## src/rtl/evo_delete_gene_pipe.sv

```systemverilog
`default_nettype none
// ============================================================================
// Module   : evo_delete_gene_pipe
// Purpose  : One-stage gene pipeline that randomly deletes node genes and
//            prunes connection genes that touch deleted nodes.
// Revision : 1.0 - initial release
// ============================================================================
module evo_delete_gene_pipe #(
  parameter int GENE_W  = 64,
  parameter int ID_W    = 8,
  parameter int MAX_DEL = 8,
  parameter int THR_W   = 32,
  parameter int CNT_W   = 16
) (
  input  logic              clk,
  input  logic              Reset,
  input  logic              genome_start,
  input  logic [1:0]        mode,
  input  logic [THR_W-1:0]  thresh,
  input  logic [THR_W-1:0]  rand_in,
  input  logic              in_valid,
  output logic              in_ready,
  input  logic [GENE_W-1:0] in_gene,
  output logic              out_valid,
  input  logic              out_ready,
  output logic [GENE_W-1:0] out_gene,
  output logic              table_full,
  output logic [CNT_W-1:0]  nodes_del,
  output logic [CNT_W-1:0]  conns_del,
  output logic [CNT_W-1:0]  sat_cnt
);

  localparam int               c_cw      = $clog2(MAX_DEL + 1);
  localparam logic [c_cw-1:0]  c_max     = c_cw'(MAX_DEL);
  localparam logic [c_cw-1:0]  c_cw_one  = c_cw'(1);
  localparam logic [CNT_W-1:0] c_cnt_one = CNT_W'(1);

  logic              r_out_valid;
  logic [GENE_W-1:0] r_out_gene;
  logic [MAX_DEL-1:0] r_tab_v;
  logic [ID_W-1:0]   r_tab_id [MAX_DEL];
  logic [c_cw-1:0]   r_count;
  logic              r_table_full;
  logic [CNT_W-1:0]  r_nodes, r_conns, r_sat;

  logic              w_in_fire;
  logic [7:0]        w_tag;
  logic              w_is_conn, w_live, w_hit, w_rand_mode, w_prune_mode;
  logic [ID_W-1:0]   w_id1, w_id2;
  logic [MAX_DEL-1:0] w_tab_v;
  logic [c_cw-1:0]   w_count, w_count_next;
  logic              w_full, w_m1, w_m2;
  logic              w_node_del, w_node_sat, w_append, w_conn_del, w_delete;
  logic [GENE_W-1:0] w_gene_next;
  logic [CNT_W-1:0]  w_nodes_next, w_conns_next, w_sat_next;

  function automatic logic [CNT_W-1:0] f_sat_inc(input logic [CNT_W-1:0] v, input logic inc);
    return (inc && (v != '1)) ? v + c_cnt_one : v;
  endfunction

  assign in_ready   = !r_out_valid | out_ready;
  assign w_in_fire  = in_valid & in_ready;
  assign out_valid  = r_out_valid;
  assign out_gene   = r_out_gene;
  assign table_full = r_table_full;
  assign nodes_del  = r_nodes;
  assign conns_del  = r_conns;
  assign sat_cnt    = r_sat;

  assign w_tag        = in_gene[GENE_W-1 -: 8];
  assign w_is_conn    = in_gene[GENE_W-9];
  assign w_id1        = in_gene[GENE_W-17 -: ID_W];
  assign w_id2        = in_gene[GENE_W-17-ID_W -: ID_W];
  assign w_live       = (w_tag != 8'hFF);
  assign w_hit        = (rand_in > thresh);
  assign w_rand_mode  = mode[0];
  assign w_prune_mode = (mode != 2'b00);

  // genome_start empties the table before this cycle's gene looks it up
  assign w_tab_v = genome_start ? '0 : r_tab_v;
  assign w_count = genome_start ? '0 : r_count;
  assign w_full  = (w_count == c_max);

  always_comb begin
    w_m1 = 1'b0;
    w_m2 = 1'b0;
    for (int i = 0; i < MAX_DEL; i++) begin
      if (w_tab_v[i]) begin
        if (r_tab_id[i] == w_id1) w_m1 = 1'b1;
        if (r_tab_id[i] == w_id2) w_m2 = 1'b1;
      end
    end
  end

  assign w_node_del = w_in_fire & w_live & !w_is_conn & w_rand_mode & w_hit & (w_m1 | !w_full);
  assign w_node_sat = w_in_fire & w_live & !w_is_conn & w_rand_mode & w_hit & !w_m1 & w_full;
  assign w_append   = w_in_fire & w_live & !w_is_conn & w_rand_mode & w_hit & !w_m1 & !w_full;
  assign w_conn_del = w_in_fire & w_live & w_is_conn &
                      ((w_rand_mode & w_hit) | (w_prune_mode & (w_m1 | w_m2)));
  assign w_delete   = w_node_del | w_conn_del;

  assign w_gene_next  = w_delete ? {8'hFF, in_gene[GENE_W-9:0]} : in_gene;
  assign w_count_next = w_append ? w_count + c_cw_one : w_count;
  assign w_nodes_next = f_sat_inc(genome_start ? '0 : r_nodes, w_node_del);
  assign w_conns_next = f_sat_inc(genome_start ? '0 : r_conns, w_conn_del);
  assign w_sat_next   = f_sat_inc(genome_start ? '0 : r_sat,   w_node_sat);

  always_ff @(posedge clk) begin
    if (Reset) begin
      r_out_valid  <= 1'b0;
      r_out_gene   <= '0;
      r_tab_v      <= '0;
      r_count      <= '0;
      r_table_full <= 1'b0;
      r_nodes      <= '0;
      r_conns      <= '0;
      r_sat        <= '0;
      for (int i = 0; i < MAX_DEL; i++) r_tab_id[i] <= '0;
    end else begin
      if (w_in_fire) begin
        r_out_valid <= 1'b1;
        r_out_gene  <= w_gene_next;
      end else if (out_ready) begin
        r_out_valid <= 1'b0;
      end
      r_tab_v <= w_tab_v;
      // entries stay contiguous, so the count is also the next free index
      for (int i = 0; i < MAX_DEL; i++) begin
        if (w_append && (w_count == c_cw'(i))) begin
          r_tab_v[i]  <= 1'b1;
          r_tab_id[i] <= w_id1;
        end
      end
      r_count      <= w_count_next;
      r_table_full <= (w_count_next == c_max);
      r_nodes      <= w_nodes_next;
      r_conns      <= w_conns_next;
      r_sat        <= w_sat_next;
    end
  end

endmodule
`default_nettype wire

```

## config.mk

```make
export PLATFORM = sky130hd
export DESIGN_NAME = evo_delete_gene_pipe
export DESIGN_NICKNAME = d
export VERILOG_FILES = /design/src/rtl/evo_delete_gene_pipe.sv
export SDC_FILE = /design/constraint.sdc
export NUM_CORES = 1
export LEC_CHECK = 0
export BUFFER_PORTS_ARGS = -buffer_cell sky130_fd_sc_hd__buf_2
export CORE_MARGIN = 1.5
export CORE_UTILIZATION = 58
export DETAILED_ROUTE_END_ITERATION = 8
export PLACE_DENSITY_LB_ADDON = 0.15
export SLEW_MARGIN = 15
export SYNTH_ARGS = -nofsm -noshare
export SYNTH_HDL_FRONTEND = slang
export SYNTH_SLANG_ARGS = --single-unit
```

## constraint.sdc

```tcl
create_clock -name clk -period 6.6 [get_ports clk]
set_input_delay 0.33 -clock clk [delete_from_list [all_inputs] [get_ports clk]]
set_output_delay 0.33 -clock clk [all_outputs]
set_load 0.05 [all_outputs]
```

# ---- Word-level counts from Yosys, hierarchy flattened
# Memory sizes are Yosys's and may differ from the RTL's.
# Cells that the tools add are included.
dict set report classes {
  addsub 4
  multipliers 0
  div_mod_pow 0
  magnitude_cmp 1
  eq_ne 29
  n_shift 0
  n_mux 86
  bitwise_logic 26
  reduce_logical 18
}
# cell n
set ops {}
lappend ops {{$eq A8 B8 Y1} 16}
lappend ops {{$mux W16} 6}
lappend ops {{$mux W8} 9}
lappend ops {{$mux W1} 68}
lappend ops {{$mux W64} 1}
lappend ops {{$add A16 B1 Y16 const B} 3}
lappend ops {{$ne A16 B16 Y1 const B} 3}
lappend ops {{$gt A32 B32 Y1} 1}
lappend ops {{$eq A4 B3 Y1 const B} 4}
lappend ops {{$and A1 B1 Y1} 13}
lappend ops {{$or A1 B1 Y1} 13}
lappend ops {{$logic_and A1 B1 Y1} 11}
lappend ops {{$eq A4 B2 Y1 const B} 2}
lappend ops {{$eq A4 B4 Y1 const B} 2}
lappend ops {{$mux W4} 2}
lappend ops {{$ne A8 B8 Y1 const B} 1}
lappend ops {{$add A4 B1 Y4 const B} 1}
lappend ops {{$eq A4 B1 Y1 const B} 1}
lappend ops {{$logic_not A1 Y1} 4}
lappend ops {{$logic_not A4 Y1} 1}
lappend ops {{$reduce_bool A2 Y1} 2}
dict set report word_totals {
  ff_bits 126
  latchBits 0
  ram_bits 64
  rom_bits 0
  input_bits 135
  output_inout_bits 115
  elab_cells 173
  n_memories 1
}
# name depth word_bits read_ports rd_clocked_by_memory_dff wr line_no
set memory_table {}
lappend memory_table {r_tab_id 8 8 8 0 8 41} ;# logic [ID_W-1:0] r_tab_id [MAX_DEL];

# ---- Logic depth before layout (Yosys ltp)
# Gate-level depths: netlist of the first run.
dict set report logic_depth {
  word_depth 25
  ltp_mapped 13
  mapped_depth_nobuf 10
}

# ---- Least setup slack after synthesis of the first run
# Ideal clock, no wire load.
dict set report synth_path {
  kind {in2reg}
  from {input port thresh[13]}
  to {memory r_tab_id[7][0] (netlist: r_tab_id[1][24]), enable pin}
  setup_ps 303
  arrival_time_ps 2575
  t_required_ps 6297
  slack_ps 3722
  cell_stages 12
  n_path_buf 2
  path_cell_list {inv_1 ha_1 a21o_1 a21o_1 a22o_1 a211o_1 o31a_2 and3_2 buf_6 buf_4 nand4b_1 nand2_1}
}
# element line_no
set synth_lines {}
lappend synth_lines {{from (decl)} 19} ;# input logic [THR_W-1:0] thresh,
lappend synth_lines {{to (decl)} 41}

==> results of run 1 <==
Yosys cell counts (all sizes together) (4+ instances only):
cell / instances / area (um2)
nand2: 188 / 706
dfxtp: 126 / 2520
a21oi: 111 / 556
nor2: 95 / 357
xnor2: 82 / 718
edfxtp: 64 / 1920
xor2: 51 / 447
inv: 49 / 184
ha: 39 / 488
nand3: 38 / 210
buf: 34 / 205
clkbuf: 32 / 120
nand4: 31 / 194
and3: 18 / 116
mux2i: 18 / 180
nor2b: 18 / 113
nor4: 18 / 125
o21ai: 15 / 75.1
or3: 15 / 93.8
a21o: 13 / 100
a211oi: 10 / 87.6
nor3: 9 / 45.0
a31oi: 8 / 56.3
o21a: 7 / 52.6
a31o: 6 / 52.6
and4: 6 / 56.3
nand4b: 5 / 56.3
a2111o: 4 / 45.0
a41o: 4 / 42.5
and2: 4 / 25.0
area by class of cell:
cell class / count / area [um2] / area share [%]
sequential: 190 / 4440 / 36.7
timing repair buffer: 254 / 1290 / 10.6
clock inverter: 10 / 124 / 1.02
multi-input combinational: 845 / 5310 / 43.9
clock buffer: 22 / 474 / 3.92
tap: 225 / 282 / 2.33
inverter: 49 / 184 / 1.52
stage by stage:
stage | util (%) | hold slack, ps | setup slack [ps] | cell area, um2
after floorplan | - | 436 | 3720 | 10300
after global placement | 66.5 | 439 | 2970 | 11500
after detailed placement | 66.5 | 443 | 2880 | 11500
after CTS | 70.0 | 123 | 3330 | 12100
after global routing | 70.0 | 109 | 2990 | 12100
final | 70.0 | 128 | 3280 | 12100
cell families after synthesis:
kind of cell / Yosys count
AO/OA/AOI/OAI: 199
XOR/XNOR: 133
adder cells (fa/ha/maj): 39
AND/OR/NAND/NOR: 453
multiplexers: 21
flip-flops: 190
buffers and inverters: 115
layout by cell type, fill, tap and decap left out, types with 3 or more instances in the layout:
cell type  Yosys  layout
xnor2_1       82      82
clkbuf_8       0       3
nor4_1        16      16
dfxtp_1      126     126
a311oi_1       3       3
o21ai_0       15      15
nand4b_1       3       3
inv_6          0       4
a31o_2         6       6
mux2_2         3       3
clkbuf_16      0      17
a21o_1        11      11
a211oi_1       9       9
nor3_1         9       9
mux2i_1       18      18
and3_2         3       3
buf_4          3       6
a21oi_1      111     111
nand2_1      188     187
a2111o_1       4       4
inv_1         48      48
nand4_1       31      31
or3_1         15      15
edfxtp_1      64      64
a31oi_1        7       7
and4_1         4       4
o21a_1         7       7
nand3_2        4       4
and3_1        15      15
buf_2         17     248
and2_1         4       3
xor2_1        51      51
nor2_1        95      95
ha_1          39      39
nand3_1       34      34
nor2b_1       18      18
routing by layer:
| metal | up-vias | wire length [um] | global-route usage [%] | share of wire, % |
|---|---|---|---|---|
| met3 | 57 | 2040 | 6.79 | 7.4 |
| met2 | 361 | 13500 | 49.4 | 49 |
| met4 | 0 | 646 | 10.2 | 2.4 |
| met5 | - | 0 | 0 | 0 |
| met1 | 4328 | 11300 | 38.3 | 41 |
| li1 | 4387 | - | - | - |
power by group through the flow:
stage	Combinational [mW]	Clock, mW	Sequential, mW
3_5_place_dp	0.409	0	1.30
6_report	0.412	1.05	1.28
5_1_grt	0.445	1.11	1.28
4_1_cts	0.411	1.05	1.28
3_3_place_gp	0.402	0	1.30
2_1_floorplan	0.205	0	1.39
worst max-delay path: stages:
cell	delay, ps
buf_2	540
inv_2	500
nand2_1	230
nor3_1	70
a21oi_1	190
and4_4	360
and3_2	480
nand4b_2	320
nand2_1	370
sequential cells by signal (all words and copies together), names as in the netlist:
register,cells
r_tab_v,8
conns_del,16
r_tab_id,64
out_valid,1
nodes_del,16
table_full,1
sat_cnt,16
out_gene,64
r_count,4
path summary, 6_finish.rpt:
path / cells past startpoint / end / from
max: 9 / r_tab_id[1][11] / genome_start
min: 3 / out_gene[53] / in_gene[53]
max reg2reg: 8 / r_tab_id[1][11] / out_valid
min reg2reg: 2 / out_gene[4] / out_gene[4]
==> run summary, run 1 <==
Status - complete, no violations
Ys async rst share - 0%
Simple-Gate Fraction of Synth Area - 21.0%
I/O Buffers - 249
Total number of vias - 9133
Dpl cells - 1563
Syn avg cell area - 8.92 um2
CTS Root Cell - clkbuf_16
Cells after Synth - 1150
Sw power - 0.759 mW
EDFF count, synth - 64
Total CTS buffers - 17
Period Utilization, post-route - 50.3%
Die Area - 18500 um2
Peak VDD IR - 0.194 mV
Post-synthesis cell area - 10300 um2
Clock power share - 38.3%
Sw frac - 27.7%
CTS Buffer Depth - 2
Worst-Margin Slew - 1040 ps
DR vias/cell - 5.73
RSZ-0062 raised after global routing - false
Hold_buf cts - 0
Max cap viols - 0
CP endpoint kind - flip-flop
Routed WL - 27400 um
Sequential fraction of the synthesis area - 43.3%
Layout Nets - 1531
Vias in the first global route - 8426
Initial antenna violation count - 0
Adder-Cell Fraction of Synth Area - 4.76%
Startpoint types - input port
Filler-free cell count of the finished design - 1595
CP Class - in -> reg
Initial Util - 59.3%
Fillcell total - 1383
Placement Rows - 48
Min cycle time layout - 3320 ps
CTS Sinks - 190
Peak Freq - 301 MHz
Max Transition Viols Final - 0
Largest family of logic cells by synthesized area - simple AND/OR/NAND/NOR gates
Pre-antenna DRT Iters - 5
Die X - 136 um
Relative slew slack - 30.6%
Pwr/cell area - 226 nW/um2
Clock-pin slew on the worst setup and hold paths - 70 ps
Inserted Diodes - 0
P_leak - 5.31 nW
Post-route DRC - 0
Synth Area in XOR/XNOR - 11.4%
Clk_lat worst skew - 430 ps
Hold Path Class - in -> reg
Synth Warn # - 0
Mux contribution to synthesized area - 2.09%
Clock skew after layout - 8.15 ps
Setup Fix Bufs, Post-CTS - 0
CP max FO - 38
Register-to-register setup slack - 3630 ps
Layout area overhead - 18.0%
Largest net degree at the start of global routing - 93
Design Power - 2.74 mW
Antenna viol nets, final - 0
Flop pwr share - 46.7%
Synth Area in Compound Gates - 12.5%
Ys flop type - dfxtp_1
Internal - 1.98 mW
First-pass GRT wire length - 42900 um
Final setup TNS - 0 ps
Cts repair resizes - 0
Hpwl dp - 19000 um
Avg WL per Cell - 17.2 um
Total grt overflow - 0
Combinational share of power - 15.0%
Layout cells sized above 1 - 23.3%
Required @ worst endpoint - 6700 ps
Total track usage - 29.8%
Core Footprint - 17300 um2
TritonCTS clock tree - done
CTS HTree Levels - 4
Initial drt markers - 744
GPL Wtd Cong - 0.890
Crit path arrival time - 3430 ps
Die Y-Extent - 136 um
Final hold vios - 0
Syn_nets - 1324
Final setup fails - 0
Synth cell types - 68
I/O pin total - 250
Synth Register Bits - 190
No activity file was read; power rests on OpenSTA's default activity.
==> inputs of run 2 (changes only) <==
ABC_AREA = 1   (was not set)
CORE_UTILIZATION = 56   (was 58)
clock period = 3.5 ns   (was 6.6 ns; I/O delays follow)
==> run 2 against run 1 <==
  * Cell area rose by 16%
  * Non-clock buffer count is 35 higher
  * Sequential share of layout area down 4.9 points
  * Sequential power increased by 91%
  * Synthesized cell count increased by 48%
  * Clock power increased by 85%
  * Register-to-register slack got worse by 2700 ps
  * Setup slack got worse by 2300 ps
  * Hold slack got worse by 120 ps
  * Via count up 32%
  * Combinational power up 140%
  * Final cell count rose by 40%
  * Largest cell class unchanged
  * Largest power group unchanged
==> run summary, run 2 <==
Adder-Cell Fraction of Synth Area - 4.14% (-0.62 points)
Worst-Margin Slew - 856 ps (-182 ps)
Clock skew after layout - 12.9 ps (+4.75 ps)
Peak VDD IR - 0.310 mV (+60%)
Layout area overhead - 18.6%
Max Transition Viols Final - 0 (unchanged)
TritonCTS clock tree - done
Final setup fails - 0 (unchanged)
CTS HTree Levels - 4 (unchanged)
Commonest non-fill, non-tap cell in the layout - nand2_1
Hold_buf cts - 29 (+29)
Sequential fraction of the synthesis area - 37.7% (-5.6 points)
Final core utilization - 68.4% (-1.5 points)
Ys flop type - dfxtp_1
I/O Buffers - 249 (unchanged)
Synth area leader - dfxtp_1
Ys async rst share - 0% (unchanged)
Clk_lat worst skew - 430 ps (about the same)
Met2 WL - 17300 um (+28%)
Total CTS buffers - 17 (unchanged)
Setup Fix Bufs, Post-CTS - 0 (unchanged)
Syn_nets - 1881 (+42%)
CP endpoint kind - flip-flop
Largest net degree at the start of global routing - 91 (-2.2%)
P_leak - 6.61 nW (+25%)
Initial Util - 57.7% (-1.6 points)
Hpwl dp - 26300 um (+39%)
Highest routed layer - met4
Cells after Synth - 1707 (+48%)
Total number of vias - 12100 (+32%)
Sw frac - 32.2% (+4.5 points)
Required @ worst endpoint - 3870 ps (-2830 ps)
DR vias/cell - 5.40 (-5.8%)
I/O pin total - 250 (unchanged)
Total track usage - 33.6% (+3.8 points)
Max cap viols - 0 (unchanged)
Antenna viol nets, final - 0 (unchanged)
Die Y-Extent - 148 um (+8.9%)
Status - complete, no violations
Top cell type's share of synthesized area - 21.4% (-3.2 points)
Hold Path Class - in -> reg
Synth Area in Compound Gates - 8.13% (-4.4 points)
Crit path arrival time - 2930 ps (-500 ps)
Final hold vios - 0 (unchanged)
CTS Buffer Depth - 2 (unchanged)
Clock power share - 36.2% (-2.1 points)
First-pass GRT wire length - 57500 um (+34%)
Dominant cells by area after synthesis - dfxtp_1, edfxtp_1, nand2_1, nor2_1, inv_1
Sw power - 1.72 mW (+130%)
CP Class - reg -> reg
CTS Sinks - 190 (unchanged)
Post-DP Area - 13100 um2 (+14%)
Final hold slack - 7.81 ps (-120 ps)
Layout Nets - 2127 (+39%)
Initial antenna violation count - 1 (+1)
Flop pwr share - 45.6% (-1.1 points)
Syn avg cell area - 6.91 um2 (-23%)
Synth Register Bits - 190 (unchanged)
WL met1 - 14400 um (+28%)
Largest family of logic cells by synthesized area - simple AND/OR/NAND/NOR gates
Relative slew slack - 42.9% (+12 points)
Die X - 148 um (+8.9%)
Met3 routed WL - 3240 um (+59%)
Clock-pin slew on the worst setup and hold paths - 80 ps (about the same)
Synth cell types - 44 (-35%)
Period Utilization, post-route - 73.2%
Synth Warn # - 0 (unchanged)
Post-route DRC - 0 (unchanged)
Total grt overflow - 0 (unchanged)
Synth Area in XOR/XNOR - 5.35% (-6.0 points)
Layout cells sized above 1 - 18.5% (-4.8 points)
EDFF count, synth - 64 (unchanged)
Min cycle time layout - 2560 ps
Peak Freq - 390 MHz
Most frequent cell after synthesis - nand2_1
Mux contribution to synthesized area - 0% (-2.1 points)
Cts repair resizes - 0 (unchanged)
Placement Rows - 52 (+8.3%)
Internal - 3.63 mW (+83%)
Initial drt markers - 925 (+24%)
Pre-antenna DRT Iters - 6 (+1)
Core Footprint - 20400 um2 (+18%)
Combinational share of power - 18.2% (+3.2 points)
Fillcell total - 1759 (+27%)
Vias in the first global route - 11300 (+34%)
Post-synth top cells - nand2_1, nor2_1, inv_1, dfxtp_1, o21ai_0
GPL Wtd Cong - 1.02 (+14%)
Final setup TNS - 0 ps (unchanged)
RSZ-0062 raised after global routing - false
Pwr/cell area - 383 nW/um2 (+69%)
Post-synthesis cell area - 11800 um2 (+15%)
CTS Root Cell - clkbuf_16
Startpoint types - flip-flop
Die Area - 21900 um2 (+19%)
Design area - 14000 um2 (+16%)
CP max FO - 11 (-71%)
Routed WL - 36500 um (+33%)
Simple-Gate Fraction of Synth Area - 34.4% (+13 points)
Avg WL per Cell - 16.3 um (-5.2%)
Most frequent cells in the layout - nand2_1, nor2_1, buf_2
-- run 2: per-stage QoR --
| stage | cells | setup slack, ps | total power [mW] |
|---|---|---|---|
| 2_1_floorplan | 1707 | 856 | 3.13 |
| 3_3_place_gp | 2175 | 764 | 3.40 |
| 3_5_place_dp | 2175 | 677 | 3.42 |
| 4_1_cts | 2236 | 948 | 5.35 |
| 5_1_grt | 2236 | 573 | 5.55 |
| 6_report | 2237 | 936 | 5.35 |
-- run 2: final cells by class --
class	count	area (um2)	area share [%]
tap	270	338	2.42
clock inverter	15	160	1.15
clock buffer	17	425	3.04
inverter	229	865	6.18
multi-input combinational	1226	6130	43.8
antenna	1	2.50	0.0179
timing repair buffer	289	1620	11.6
sequential	190	4440	31.8
-- run 2: worst max-delay path, stage by stage (launching register included) --
cell,delay [ps]
dfxtp_1,360
inv_1,50
nor2_1,120
ha_1,190
inv_1,90
nor3_2,310
inv_1,120
nor3_4,190
nand4_2,160
nor3_2,210
nor2_2,90
nand2_2,240
inv_2,120
nand3b_1,100
nand2_1,50
nor2_1,100
-- run 2: layer usage --
layer	GRT usage, %	vias to the layer above
met4	15.5	0
met2	57.1	599
li1	-	5895
met3	5.55	118
met5	0	-
met1	41.8	5459
-- run 2: kinds of logic after synthesis --
family | count (synthesis)
adders and majority gates | 39
AOI/OAI and AO/OA | 184
buffers and inverters | 291
and+or+nand+nor | 931
DFF | 190
xor gates and xnor gates | 72
-- run 2: final timing paths --
path	startpoint	endpoint	slack, ps	cells after the start
hold reg to reg	out_gene[3]	out_gene[3]	480	2
setup / recovery	sat_cnt[0]	sat_cnt[5]	940	15
hold / removal	in_gene[10]	out_gene[10]	8	3
setup reg to reg	sat_cnt[0]	sat_cnt[5]	940	15
-- run 2: power by group through the flow --
stage,logic (mW),registers [mW],clock network (mW)
6_report,0.972,2.44,1.94
5_1_grt,1.05,2.45,2.05
4_1_cts,0.959,2.44,1.95
3_5_place_dp,0.931,2.49,0
3_3_place_gp,0.919,2.48,0
2_1_floorplan,0.445,2.69,0
